--- src/rtl/e203_cmt_monitor_pkg.sv ---
// Shared types and constants for the E203 commit-stream monitor and its IRQ stimulus channels.
// No logic here: state encodings, LFSR polynomial/seed and the LFSR step function.
package e203_cmt_mon_pkg;

    typedef enum logic [1:0] {
        WAIT_START,
        RUN,
        DRAIN,
        DONE
    } mon_state_e;

    typedef enum logic [1:0] {
        IDLE,
        DELAY,
        ASSERT
    } chan_state_e;

    // Right-shifting Galois form of x^16+x^14+x^13+x^11+1
    localparam logic [15:0] LFSR_POLY         = 16'hB400;
    localparam logic [15:0] LFSR_DEFAULT_SEED = 16'hACE1;

    function automatic logic [15:0] lfsr_next(input logic [15:0] s);
        return s[0] ? ((s >> 1) ^ LFSR_POLY) : (s >> 1);
    endfunction

endpackage

--- src/rtl/e203_cmt_monitor_if.sv ---
// Commit/dispatch observation bus into the monitor plus its IRQ, counter and verdict outputs.
// master = SoC/bench side driving the commit stream, slave = the monitor.
interface e203_cmt_monitor_if #(
    parameter int PC_W = 32,
    parameter int XLEN = 32
);
    logic            cmt_valid;
    logic [PC_W-1:0] cmt_pc;
    logic            exu_i_valid;
    logic            exu_i_ready;
    logic [XLEN-1:0] x3;
    logic            irq_en;

    logic            ext_irq;
    logic            sft_irq;
    logic            tmr_irq;
    logic [31:0]     cycle_cnt;
    logic [31:0]     instr_cnt;
    logic [31:0]     end_cycle;
    logic [31:0]     tohost_cnt;
    logic            done;
    logic            pass;
    logic            timeout;

    modport master (
        output cmt_valid, cmt_pc, exu_i_valid, exu_i_ready, x3, irq_en,
        input  ext_irq, sft_irq, tmr_irq, cycle_cnt, instr_cnt, end_cycle,
               tohost_cnt, done, pass, timeout
    );

    modport slave (
        input  cmt_valid, cmt_pc, exu_i_valid, exu_i_ready, x3, irq_en,
        output ext_irq, sft_irq, tmr_irq, cycle_cnt, instr_cnt, end_cycle,
               tohost_cnt, done, pass, timeout
    );

endinterface

--- src/rtl/e203_irq_stim_chan.sv ---
// One IRQ stimulus channel: random delay (slice+1 cycles), then hold irq until its handler PC commits.
// irq is a registered state decode; no backpressure, kill forces IDLE on the next edge.
module e203_irq_stim_chan
    import e203_cmt_mon_pkg::*;
(
    input  logic       clk,
    input  logic       rst,
    input  logic       start,
    input  logic [9:0] slice,
    input  logic       hit,
    input  logic       kill,
    output logic       irq
);

    chan_state_e st_q, st_d;
    logic [10:0] cnt_q, cnt_d;

    always_ff @(posedge clk) begin
        if (rst) begin
            st_q  <= IDLE;
            cnt_q <= '0;
        end else begin
            st_q  <= st_d;
            cnt_q <= cnt_d;
        end
    end

    always_comb begin
        st_d  = st_q;
        cnt_d = cnt_q;
        case (st_q)
            IDLE: begin
                if (start) begin
                    st_d  = DELAY;
                    cnt_d = {1'b0, slice} + 11'd1;
                end
            end
            DELAY: begin
                // start also covers "left RUN" and "irq_en dropped"
                if (!start) begin
                    st_d = IDLE;
                end else if (cnt_q == 11'd1) begin
                    st_d = ASSERT;
                end else begin
                    cnt_d = cnt_q - 11'd1;
                end
            end
            ASSERT: begin
                if (hit) begin
                    if (start) begin
                        st_d  = DELAY;
                        cnt_d = {1'b0, slice} + 11'd1;
                    end else begin
                        st_d = IDLE;
                    end
                end
            end
            default: st_d = IDLE;
        endcase
        if (kill) begin
            st_d = IDLE;
        end
    end

    assign irq = (st_q == ASSERT);

endmodule

--- src/rtl/e203_cmt_monitor.sv ---
// Commit-stream monitor: end-of-test detection, pass/fail verdict, perf counters and random IRQ stimulus.
// Observes only (never stalls the core); counters/flags update one cycle after the observed event.
module e203_cmt_monitor
    import e203_cmt_mon_pkg::*;
#(
    parameter int              PC_W          = 32,
    parameter int              XLEN          = 32,
    parameter logic [PC_W-1:0] PC_START      = 32'h8000015C,
    parameter logic [PC_W-1:0] PC_TOHOST     = 32'h80000086,
    parameter logic [PC_W-1:0] PC_EXT_RET    = 32'h800000A6,
    parameter logic [PC_W-1:0] PC_SFT_RET    = 32'h800000BE,
    parameter logic [PC_W-1:0] PC_TMR_RET    = 32'h800000D6,
    parameter int              TOHOST_TARGET = 8,
    parameter int              IRQ_STOP      = 32,
    parameter int              TIMEOUT_CYC   = 10000000,
    parameter logic [15:0]     LFSR_SEED     = 16'hACE1
) (
    input  logic              clk,
    input  logic              rst,
    e203_cmt_monitor_if.slave mon
);

    localparam logic [15:0] SEED = (LFSR_SEED == 16'h0) ? LFSR_DEFAULT_SEED : LFSR_SEED;

    mon_state_e  state_q, state_d;
    logic [31:0] cycle_q, instr_q, end_q, tohost_q;
    logic        done_q, pass_q, timeout_q;
    logic [15:0] lfsr_q;
    logic        finish;

    logic hit_start, hit_tohost, hit_ext, hit_sft, hit_tmr;
    logic dispatch, timeout_hit, first_tohost;
    logic chan_start, chan_kill;
    logic ext_raw, sft_raw, tmr_raw;

    assign hit_start  = mon.cmt_valid && (mon.cmt_pc == PC_START);
    assign hit_tohost = mon.cmt_valid && (mon.cmt_pc == PC_TOHOST);
    assign hit_ext    = mon.cmt_valid && (mon.cmt_pc == PC_EXT_RET);
    assign hit_sft    = mon.cmt_valid && (mon.cmt_pc == PC_SFT_RET);
    assign hit_tmr    = mon.cmt_valid && (mon.cmt_pc == PC_TMR_RET);
    assign dispatch   = mon.exu_i_valid && mon.exu_i_ready;

    assign timeout_hit  = (state_q != DONE) && (cycle_q == 32'(TIMEOUT_CYC - 1));
    assign first_tohost = hit_tohost && (state_q != DONE) && (tohost_q == 32'd0);

    always_comb begin
        state_d = state_q;
        case (state_q)
            WAIT_START: if (hit_start) state_d = RUN;
            RUN:        if (tohost_q >= 32'(TOHOST_TARGET)) state_d = DRAIN;
            DRAIN:      if (!(ext_raw || sft_raw || tmr_raw)) state_d = DONE;
            default:    state_d = DONE;
        endcase
        if (timeout_hit) begin
            state_d = DONE;
        end
        finish = (state_q != DONE) && (state_d == DONE);
    end

    always_ff @(posedge clk) begin
        if (rst) begin
            state_q   <= WAIT_START;
            cycle_q   <= '0;
            instr_q   <= '0;
            end_q     <= '0;
            tohost_q  <= '0;
            done_q    <= 1'b0;
            pass_q    <= 1'b0;
            timeout_q <= 1'b0;
            lfsr_q    <= SEED;
        end else begin
            state_q <= state_d;
            lfsr_q  <= lfsr_next(lfsr_q);
            // Freeze on the timeout edge too, so cycle_cnt reads TIMEOUT_CYC-1 in DONE
            if ((state_q != DONE) && !timeout_hit) begin
                cycle_q <= cycle_q + 32'd1;
            end
            if (dispatch && (tohost_q == 32'd0)) begin
                instr_q <= instr_q + 32'd1;
            end
            if (hit_tohost && (state_q != DONE) && (tohost_q != 32'hFFFF_FFFF)) begin
                tohost_q <= tohost_q + 32'd1;
            end
            if (first_tohost) begin
                end_q <= cycle_q;
            end
            if (finish) begin
                done_q    <= 1'b1;
                timeout_q <= timeout_hit;
                pass_q    <= !timeout_hit && (mon.x3 == XLEN'(1));
            end
        end
    end

    assign chan_start = (state_q == RUN) && mon.irq_en && (tohost_q <= 32'(IRQ_STOP));
    assign chan_kill  = (state_q == DONE);

    e203_irq_stim_chan u_ext (
        .clk   (clk),
        .rst   (rst),
        .start (chan_start),
        .slice (lfsr_q[9:0]),
        .hit   (hit_ext),
        .kill  (chan_kill),
        .irq   (ext_raw)
    );

    e203_irq_stim_chan u_sft (
        .clk   (clk),
        .rst   (rst),
        .start (chan_start),
        .slice (lfsr_q[12:3]),
        .hit   (hit_sft),
        .kill  (chan_kill),
        .irq   (sft_raw)
    );

    e203_irq_stim_chan u_tmr (
        .clk   (clk),
        .rst   (rst),
        .start (chan_start),
        .slice (lfsr_q[15:6]),
        .hit   (hit_tmr),
        .kill  (chan_kill),
        .irq   (tmr_raw)
    );

    // IRQs drop in the same cycle rst is raised, not just after the reset edge
    assign mon.ext_irq    = ext_raw && !rst;
    assign mon.sft_irq    = sft_raw && !rst;
    assign mon.tmr_irq    = tmr_raw && !rst;
    assign mon.cycle_cnt  = cycle_q;
    assign mon.instr_cnt  = instr_q;
    assign mon.end_cycle  = end_q;
    assign mon.tohost_cnt = tohost_q;
    assign mon.done       = done_q;
    assign mon.pass       = pass_q;
    assign mon.timeout    = timeout_q;

endmodule

--- src/flat_wrapper.sv ---
// flat-port wrapper written by rule: the top's interface ports become plain ports
module e203_cmt_monitor_flat import e203_cmt_mon_pkg::*;
#(
    parameter int              PC_W          = 32,
    parameter int              XLEN          = 32,
    parameter logic [PC_W-1:0] PC_START      = 32'h8000015C,
    parameter logic [PC_W-1:0] PC_TOHOST     = 32'h80000086,
    parameter logic [PC_W-1:0] PC_EXT_RET    = 32'h800000A6,
    parameter logic [PC_W-1:0] PC_SFT_RET    = 32'h800000BE,
    parameter logic [PC_W-1:0] PC_TMR_RET    = 32'h800000D6,
    parameter int              TOHOST_TARGET = 8,
    parameter int              IRQ_STOP      = 32,
    parameter int              TIMEOUT_CYC   = 10000000,
    parameter logic [15:0]     LFSR_SEED     = 16'hACE1
)
  (clk, rst, mon_cmt_valid, mon_cmt_pc, mon_exu_i_valid, mon_exu_i_ready, mon_x3, mon_irq_en, mon_ext_irq, mon_sft_irq, mon_tmr_irq, mon_cycle_cnt, mon_instr_cnt, mon_end_cycle, mon_tohost_cnt, mon_done, mon_pass, mon_timeout);
  e203_cmt_monitor_if #(.PC_W(PC_W), .XLEN(XLEN)) mon_i ();
  input  logic clk;
  input  logic rst;
  input wire logic [$bits(mon_i.cmt_valid)-1:0] mon_cmt_valid;
  input wire logic [$bits(mon_i.cmt_pc)-1:0] mon_cmt_pc;
  input wire logic [$bits(mon_i.exu_i_valid)-1:0] mon_exu_i_valid;
  input wire logic [$bits(mon_i.exu_i_ready)-1:0] mon_exu_i_ready;
  input wire logic [$bits(mon_i.x3)-1:0] mon_x3;
  input wire logic [$bits(mon_i.irq_en)-1:0] mon_irq_en;
  output wire logic [$bits(mon_i.ext_irq)-1:0] mon_ext_irq;
  output wire logic [$bits(mon_i.sft_irq)-1:0] mon_sft_irq;
  output wire logic [$bits(mon_i.tmr_irq)-1:0] mon_tmr_irq;
  output wire logic [$bits(mon_i.cycle_cnt)-1:0] mon_cycle_cnt;
  output wire logic [$bits(mon_i.instr_cnt)-1:0] mon_instr_cnt;
  output wire logic [$bits(mon_i.end_cycle)-1:0] mon_end_cycle;
  output wire logic [$bits(mon_i.tohost_cnt)-1:0] mon_tohost_cnt;
  output wire logic [$bits(mon_i.done)-1:0] mon_done;
  output wire logic [$bits(mon_i.pass)-1:0] mon_pass;
  output wire logic [$bits(mon_i.timeout)-1:0] mon_timeout;
  assign mon_i.cmt_valid = mon_cmt_valid;
  assign mon_i.cmt_pc = mon_cmt_pc;
  assign mon_i.exu_i_valid = mon_exu_i_valid;
  assign mon_i.exu_i_ready = mon_exu_i_ready;
  assign mon_i.x3 = mon_x3;
  assign mon_i.irq_en = mon_irq_en;
  assign mon_ext_irq = mon_i.ext_irq;
  assign mon_sft_irq = mon_i.sft_irq;
  assign mon_tmr_irq = mon_i.tmr_irq;
  assign mon_cycle_cnt = mon_i.cycle_cnt;
  assign mon_instr_cnt = mon_i.instr_cnt;
  assign mon_end_cycle = mon_i.end_cycle;
  assign mon_tohost_cnt = mon_i.tohost_cnt;
  assign mon_done = mon_i.done;
  assign mon_pass = mon_i.pass;
  assign mon_timeout = mon_i.timeout;
  e203_cmt_monitor #(.PC_W(PC_W), .XLEN(XLEN), .PC_START(PC_START), .PC_TOHOST(PC_TOHOST), .PC_EXT_RET(PC_EXT_RET), .PC_SFT_RET(PC_SFT_RET), .PC_TMR_RET(PC_TMR_RET), .TOHOST_TARGET(TOHOST_TARGET), .IRQ_STOP(IRQ_STOP), .TIMEOUT_CYC(TIMEOUT_CYC), .LFSR_SEED(LFSR_SEED)) u_core (.clk(clk), .rst(rst), .mon(mon_i));
endmodule
--- config.mk ---
export PLATFORM = sky130hd
export DESIGN_NAME = e203_cmt_monitor_flat
export DESIGN_NICKNAME = d
export VERILOG_FILES = /design/src/rtl/e203_cmt_monitor_pkg.sv /design/src/rtl/e203_cmt_monitor_if.sv /design/src/rtl/e203_irq_stim_chan.sv /design/src/rtl/e203_cmt_monitor.sv /design/src/flat_wrapper.sv
export SDC_FILE = /design/constraint.sdc
export NUM_CORES = 1
export LEC_CHECK = 0
export CORE_MARGIN = 2
export CORE_UTILIZATION = 51
export CTS_CLUSTER_SIZE = 24
export DETAILED_ROUTE_END_ITERATION = 10
export PLACE_DENSITY = 0.87
export SYNTH_ARGS = -nofsm -noshare
export SYNTH_HDL_FRONTEND = slang
export SYNTH_SLANG_ARGS = --single-unit
--- constraint.sdc ---
create_clock -name clk -period 2.7 [get_ports clk]
set_clock_uncertainty 0.05 [all_clocks]
set_input_delay 0.54 -clock clk [delete_from_list [all_inputs] [get_ports clk]]
set_output_delay 0.54 -clock clk [all_outputs]
set_load 0.02 [all_outputs]
==> results of run 1 <==
layout by cell type (no fill, tap or decap), types with 5 or more instances in the layout:
cell type and instances:
xnor2_1 41, dfxtp_1 187, nand3_1 53, or3_1 16, or4_1 7, nand2_1 149
nor3b_1 5, ha_1 13, nand4_1 46, buf_4 68, nor2b_1 10, inv_1 24
xor2_1 63, nand2b_1 10, clkdlybuf4s50_1 202, or2_2 12, and4_1 10, nor2_1 134
o211ai_1 6, a31oi_1 5, clkbuf_16 17, nor4_1 31, a21oi_1 88, o21a_1 7
o21ai_0 49, nor3_1 43, and2_1 9, a211oi_1 9, and3_1 19, nor4b_1 12
a211o_1 6
routing by layer:
layer / track usage [%] / up-vias
met5: 0 / -
met4: 11.22 / 2
met3: 6.188 / 67
met2: 45.49 / 390
met1: 34.02 / 4546
li1: - / 4695
power groups by stage:
stage               Combinational, mW  Sequential [mW]  Clock, mW
finish                          0.314             2.83       2.52
global route                    0.339             2.84       2.66
CTS                             0.313             2.83       2.55
detailed placement              0.310             2.90          0
global placement                0.305             2.89          0
floorplan                       0.153             2.88          0
state kept, by name (all words and copies together), names as in the netlist:
signal / count
u_core.u_sft.st_q: 2
u_core.mon.timeout: 1
u_core.mon.cycle_cnt: 32
u_core.u_tmr.st_q: 2
u_core.mon.tohost_cnt: 32
u_core.u_ext.cnt_q: 11
u_core.mon.instr_cnt: 32
u_core.u_tmr.cnt_q: 11
u_core.lfsr_q: 16
u_core.mon.end_cycle: 32
u_core.mon.pass: 1
u_core.u_sft.cnt_q: 11
u_core.u_ext.st_q: 2
u_core.mon.done: 1
u_core.state_q: 2
critical path: stages (launching register included):
cell,delay [ns]
dfxtp_1,0.43
nand4_2,0.14
or4_1,0.53
or4_4,0.66
nand3_1,0.17
buf_4,0.16
buf_4,0.11
xor2_1,0.14
nor2_1,0.05
repair_timing:
action | in CTS | in global routing
buffers inserted | 0 | 1
endpoints found under the hold margin | 0 | 0
hold buffers | 0 | 0
gates resized for setup | 0 | 4
setup endpoints to repair | 0 | 11
kinds of logic after synthesis:
group	count (synthesis)	synth area share (%)
flops	188	39.64
buf+inv	86	3.532
fa+ha+maj	13	1.713
xor+xnor	104	9.594
compound gates	206	13.15
simple gates	591	31.79
mux	5	0.5798
final cells by class:
type	instances	area share, %
Multi-Input combinational cell	919	42.44
Antenna cell	1	0.01958
Timing Repair Buffer	274	20.44
Tap cell	229	2.242
Clock inverter	14	1.233
Inverter	25	0.7342
Sequential cell	188	29.46
Clock buffer	18	3.436
worst max-delay path by stage:
stage | to | cells past startpoint | from
4_1_cts | u_core.u_sft.cnt_q[2] | 8 | u_core.mon.tohost_cnt[0]
2_1_floorplan | u_core.mon.tohost_cnt[29] | 8 | u_core.mon.tohost_cnt[26]
3_5_place_dp | u_core.u_tmr.cnt_q[1] | 10 | mon_cmt_pc[26]
3_3_place_gp | u_core.u_tmr.cnt_q[1] | 10 | mon_cmt_pc[18]
5_1_grt | u_core.u_tmr.cnt_q[2] | 9 | mon_cmt_pc[18]
6_report | u_core.mon.tohost_cnt[6] | 8 | u_core.mon.tohost_cnt[28]
per-stage QoR:
stage | instance area (sq um) | setup WS, ns
after floorplan | 9494 | 0.1130
after global placement | 12160 | -0.1461
after detailed placement | 12160 | -0.2118
after CTS | 12760 | 0.1091
after global routing | 12780 | 0.02642
final | 12780 | 0.1389
==> results.md, run 1 <==
* Status: complete, no violations
* Hold_ws at 0.3515 ns
* Register Area at 3765 sq um
* Worst Hold Class: in -> reg
* Initial DRT Pass Iterations at 5
* Crit Path Class: reg -> reg
* Initial core utilization at 52.49%
* Prevailing post-synth register cell: dfxtp_1
* Starting DRC count in detailed routing at 825
* Peak VDD IR at 0.4919 mV
* Clk root buf: clkbuf_16
* Reg-to-reg slack, setup at 0.14 ns
* CTS Buffer Depth at 2
* Synth Instances at 1193
* Routed wl met2 at 12980 um
* H-Tree Depth at 4
* Filler instances at 1387
* Hold Crit Endpoint: u_core.u_tmr.cnt_q[9]
* # IOs at 204
* GPL Wtd Cong at 0.9059
* Number of instances in the placed design at 1634
* Actual slew at the worst max-slew pin at 0.6632 ns
* Synth top cells by count: 188 x dfxtp_1, 149 x nand2_1, 134 x nor2_1
* Clock share of power at 44.5%
* Largest net degree at the start of global routing at 118
* Vias at 9700
* Net Count, Synth at 1276
* EDFF count, synth at 0
* Data arrival, critical path at 2.82 ns
* PwrDens at 443.7 nW/um^2
* Overall Power at 5.671 mW
* R2R depth at 8
* Post-DR vias/cell at 5.815
* Setup crit start kind: register
* FMAX at 390.5 MHz
* Hold path cells at 2
* Row Count at 49
* DR DRC count at 0
* Nets at 1508
* RSZ-0062 raised after global routing: no
* Sw Ratio at 24.20%
* CP required at 2.96 ns
* Dpl hpwl at 19630 um
* Die Area at 19720 sq um
* Synth unique cells at 70
* Layout cells sized above 1 at 9.318%
* PortBufs at 203
* Period utilization at 94.86%
* Net load switching power at 1.373 mW
* Worst reg2reg endpoint: u_core.mon.tohost_cnt[6]
* Rel. slew slack at 55.78%
* Reg-to-reg startpoint: u_core.mon.tohost_cnt[28]
* Post-synth top area cell: dfxtp_1
* FFs w/ async S/R, synth at 0%
* Final Core Density at 70.67%
* #FFs+latches synth at 188
* Global route overflow at 0
* Core Box Area at 18090 sq um
* Clock tree from TritonCTS: done
* Min-Delay Startpoint: rst
* Syn avg cell area at 7.958 sq um
* Sequential power share at 50.0%
* Final Setup Violations at 0
* Leak pwr at 4.477 nW
* Post-synthesis instance area at 9494 sq um
* Internal Power at 4.298 mW
* Met3 routed WL at 2011 um
* Hold Fails Final Rpt at 0
* Worst-Skew Late Latency at 0.43 ns
* Die height at 140.4 um
* Wire per inst at 16.53 um
* Comb pwr share at 5.5%
* Reg clk slew, reported paths at 0.07 ns
* Drt total wl at 27580 um
* Top-area cell type share of the netlist area at 39.64%
* First-pass GRT wire length at 44770 um
* Top-count cell post-synth: dfxtp_1
* Number of global-route vias before repair at 9286
* Die Width at 140.4 um
* Min Tclk post-route at 2.561 ns
* Post-route insts no fill at 1668
* Area growth syn-to-layout at 34.62%
* Aggregate global-route resource usage at 27.23%
* Maxcap violations at 0
* Initial antenna violation count at 2
* Slew Viols, Final at 0
* CTS sink cnt at 188
* DR top layer: met5
* Worst-path maximum fanout at 11
* Sequential area share after synthesis at 39.64%
* Yosys warns at 0
* Multi-input logic area at 5424 sq um
* CTS Buf Count at 17
* Worst setup EP type: register
* Post-route ant nets at 0
* Setup tns final at 0 ns
* WL met1 at 11730 um
* Dominant cells by area after synthesis: dfxtp_1 40%, nand2_1 5.9%, xor2_1 5.8%
(Power assumes the default switching activity.)
==> run 2, diff against run 1 <==
- CORE_UTILIZATION: 51 -> 55
- PLACE_DENSITY: 0.87 -> 0.93
- clock period: 2.7 -> 3 ns (I/O delays scaled with it)
==> results.md, run 2 (synthesis results as in run 1) <==
* Clock tree from TritonCTS: done
* Slew Viols, Final at 0
* Antenna diodes at 0
* CP required at 3.24 ns
* Register Area at 3764 sq um
* RSZ-0062 raised after global routing: no
* H-Tree Depth at 4
* Worst Hold Class: reg -> reg
* Pre-CTS WS at -0.07563 ns
* Largest net degree at the start of global routing at 182
* CTS Buffer Depth at 2
* Internal Power at 3.924 mW
* Final setup margin at 0.2071 ns
* Sequential power share at 49.4%
* Die height at 135.4 um
* Initial DRT Pass Iterations at 5
* Post-route ant nets at 0
* Data arrival, critical path at 3.03 ns
* PortBufs at 203
* # IOs at 204
* PwrDens at 412.1 nW/um^2
* Vias at 9912
* CTS Hold Bufs at 0
* Slowest stage cell, crit path: or4b_1
* Maxcap violations at 0
* Filler instances at 1201
* Crit path buf inv count at 3
* Net load switching power at 1.239 mW
* Wire per inst at 17.41 um
* CTS Buf Count at 17
* Initial antenna violation count at 0
* Min Tclk post-route at 2.793 ns
* Crit Path Class: reg -> reg
* Core Box Area at 17060 sq um
* Most used cell, CP: buf_4
* DR DRC count at 0
* Multi-input logic area at 5413 sq um
* Overall Power at 5.163 mW
* Die Width at 135.4 um
* Final Core Density at 73.45%
* Period utilization at 93.10%
* Sw Ratio at 23.99%
* Peak VDD IR at 0.5321 mV
* GPL Wtd Cong at 0.9079
* Commonest non-fill, non-tap cell in the layout: clkdlybuf4s50_1
* Crit-path cells: inv_1, ha_1, or4b_1, a2111oi_4, buf_4, buf_4, o21ai_0, o31ai_1, a21oi_1
* Initial core utilization at 55.66%
* Nets at 1477
* Comb pwr share at 5.4%
* Layout cells sized above 1 at 7.107%
* First-pass GRT wire length at 44880 um
* Die Area at 18330 sq um
* Setup crit start kind: register
* Leak pwr at 4.316 nW
* Drt total wl at 28410 um
* Worst-Skew Late Latency at 0.44 ns
* Row Count at 48
* CTS sink cnt at 188
* Critical Path Max Stage Delay at 0.52 ns
* Family with the most delay on the worst path: compound AO/OA/AOI/OAI gates
* Worst-path maximum fanout at 5
* Dpl hpwl at 19340 um
* Clock share of power at 45.2%
* Rel. slew slack at 46.50%
* FMAX at 358.1 MHz
* Most frequent cells in the layout: 202 x clkdlybuf4s50_1, 188 x dfxtp_1, 149 x nand2_1
* Area growth syn-to-layout at 31.96%
* Actual slew at the worst max-slew pin at 0.8025 ns
* Hold Fails Final Rpt at 0
* Number of global-route vias before repair at 9159
* Clk root buf: clkbuf_16
* Status: complete, no violations
* Setup tns final at 0 ns
* Worst setup EP type: register
* Starting DRC count in detailed routing at 903
* Reg clk slew, reported paths at 0.07 ns
* Post-DR vias/cell at 6.074
* Global route overflow at 0
* Aggregate global-route resource usage at 30.17%
* Final Setup Violations at 0
* Post-CTS Resized at 0
run 2: area by class of cell:
| class | instances | area share (%) |
|---|---|---|
| multi-input cells | 919 | 43.20 |
| clock inverters | 15 | 1.468 |
| repair buffers | 243 | 18.90 |
| clock buffers | 17 | 3.396 |
| flip-flops and latches | 188 | 30.04 |
| well taps | 225 | 2.247 |
| inverters | 25 | 0.7490 |
run 2: metal layers:
layer | GRT usage, % | up-vias | wire [um]
met5 | 0 | - | 0
met4 | 11.69 | 0 | 801
met3 | 6.472 | 76 | 2272
met2 | 52.00 | 483 | 13950
met1 | 36.91 | 4712 | 11390
li1 | - | 4641 | -
run 2: final timing paths:
kind,start,end,slack [ns],cells past startpoint
setup / recovery,u_core.mon.tohost_cnt[1],u_core.u_sft.cnt_q[7],0.21,9
hold / removal,u_core.mon.end_cycle[30],u_core.mon.end_cycle[30],0.40,2
setup reg to reg,u_core.mon.tohost_cnt[1],u_core.u_sft.cnt_q[7],0.21,9
hold reg to reg,u_core.mon.end_cycle[30],u_core.mon.end_cycle[30],0.40,2
run 2: metrics by stage:
stage | hold WS [ns] | instances | cell area, sq um
after floorplan | 0.3932 | 1193 | 9494
after global placement | 0.3879 | 1598 | 11900
after detailed placement | 0.3950 | 1598 | 11900
after CTS | 0.4045 | 1630 | 12510
after global routing | 0.4205 | 1632 | 12530
final | 0.4033 | 1632 | 12530
run 2: power groups by stage:
stage | registers [mW] | clock network [mW] | logic [mW]
global placement | 2.61 | 0 | 0.271
detailed placement | 2.61 | 0 | 0.276
CTS | 2.55 | 2.34 | 0.278
global route | 2.55 | 2.44 | 0.302
floorplan | 2.60 | 0 | 0.137
finish | 2.55 | 2.33 | 0.279
run 2: timing repair:
action,in CTS,in global routing
buffers inserted,0,2
setup endpoints to repair,0,10
endpoints found under the hold margin,0,0
run 2: worst reg2reg max path, cell delays in order (launching register included):
cell and delay (ns):
dfxtp_1 0.36, inv_1 0.16, ha_1 0.21, or4b_1 0.52
a2111oi_4 0.32, buf_4 0.21, buf_4 0.14, o21ai_0 0.25
o31ai_1 0.33, a21oi_1 0.09
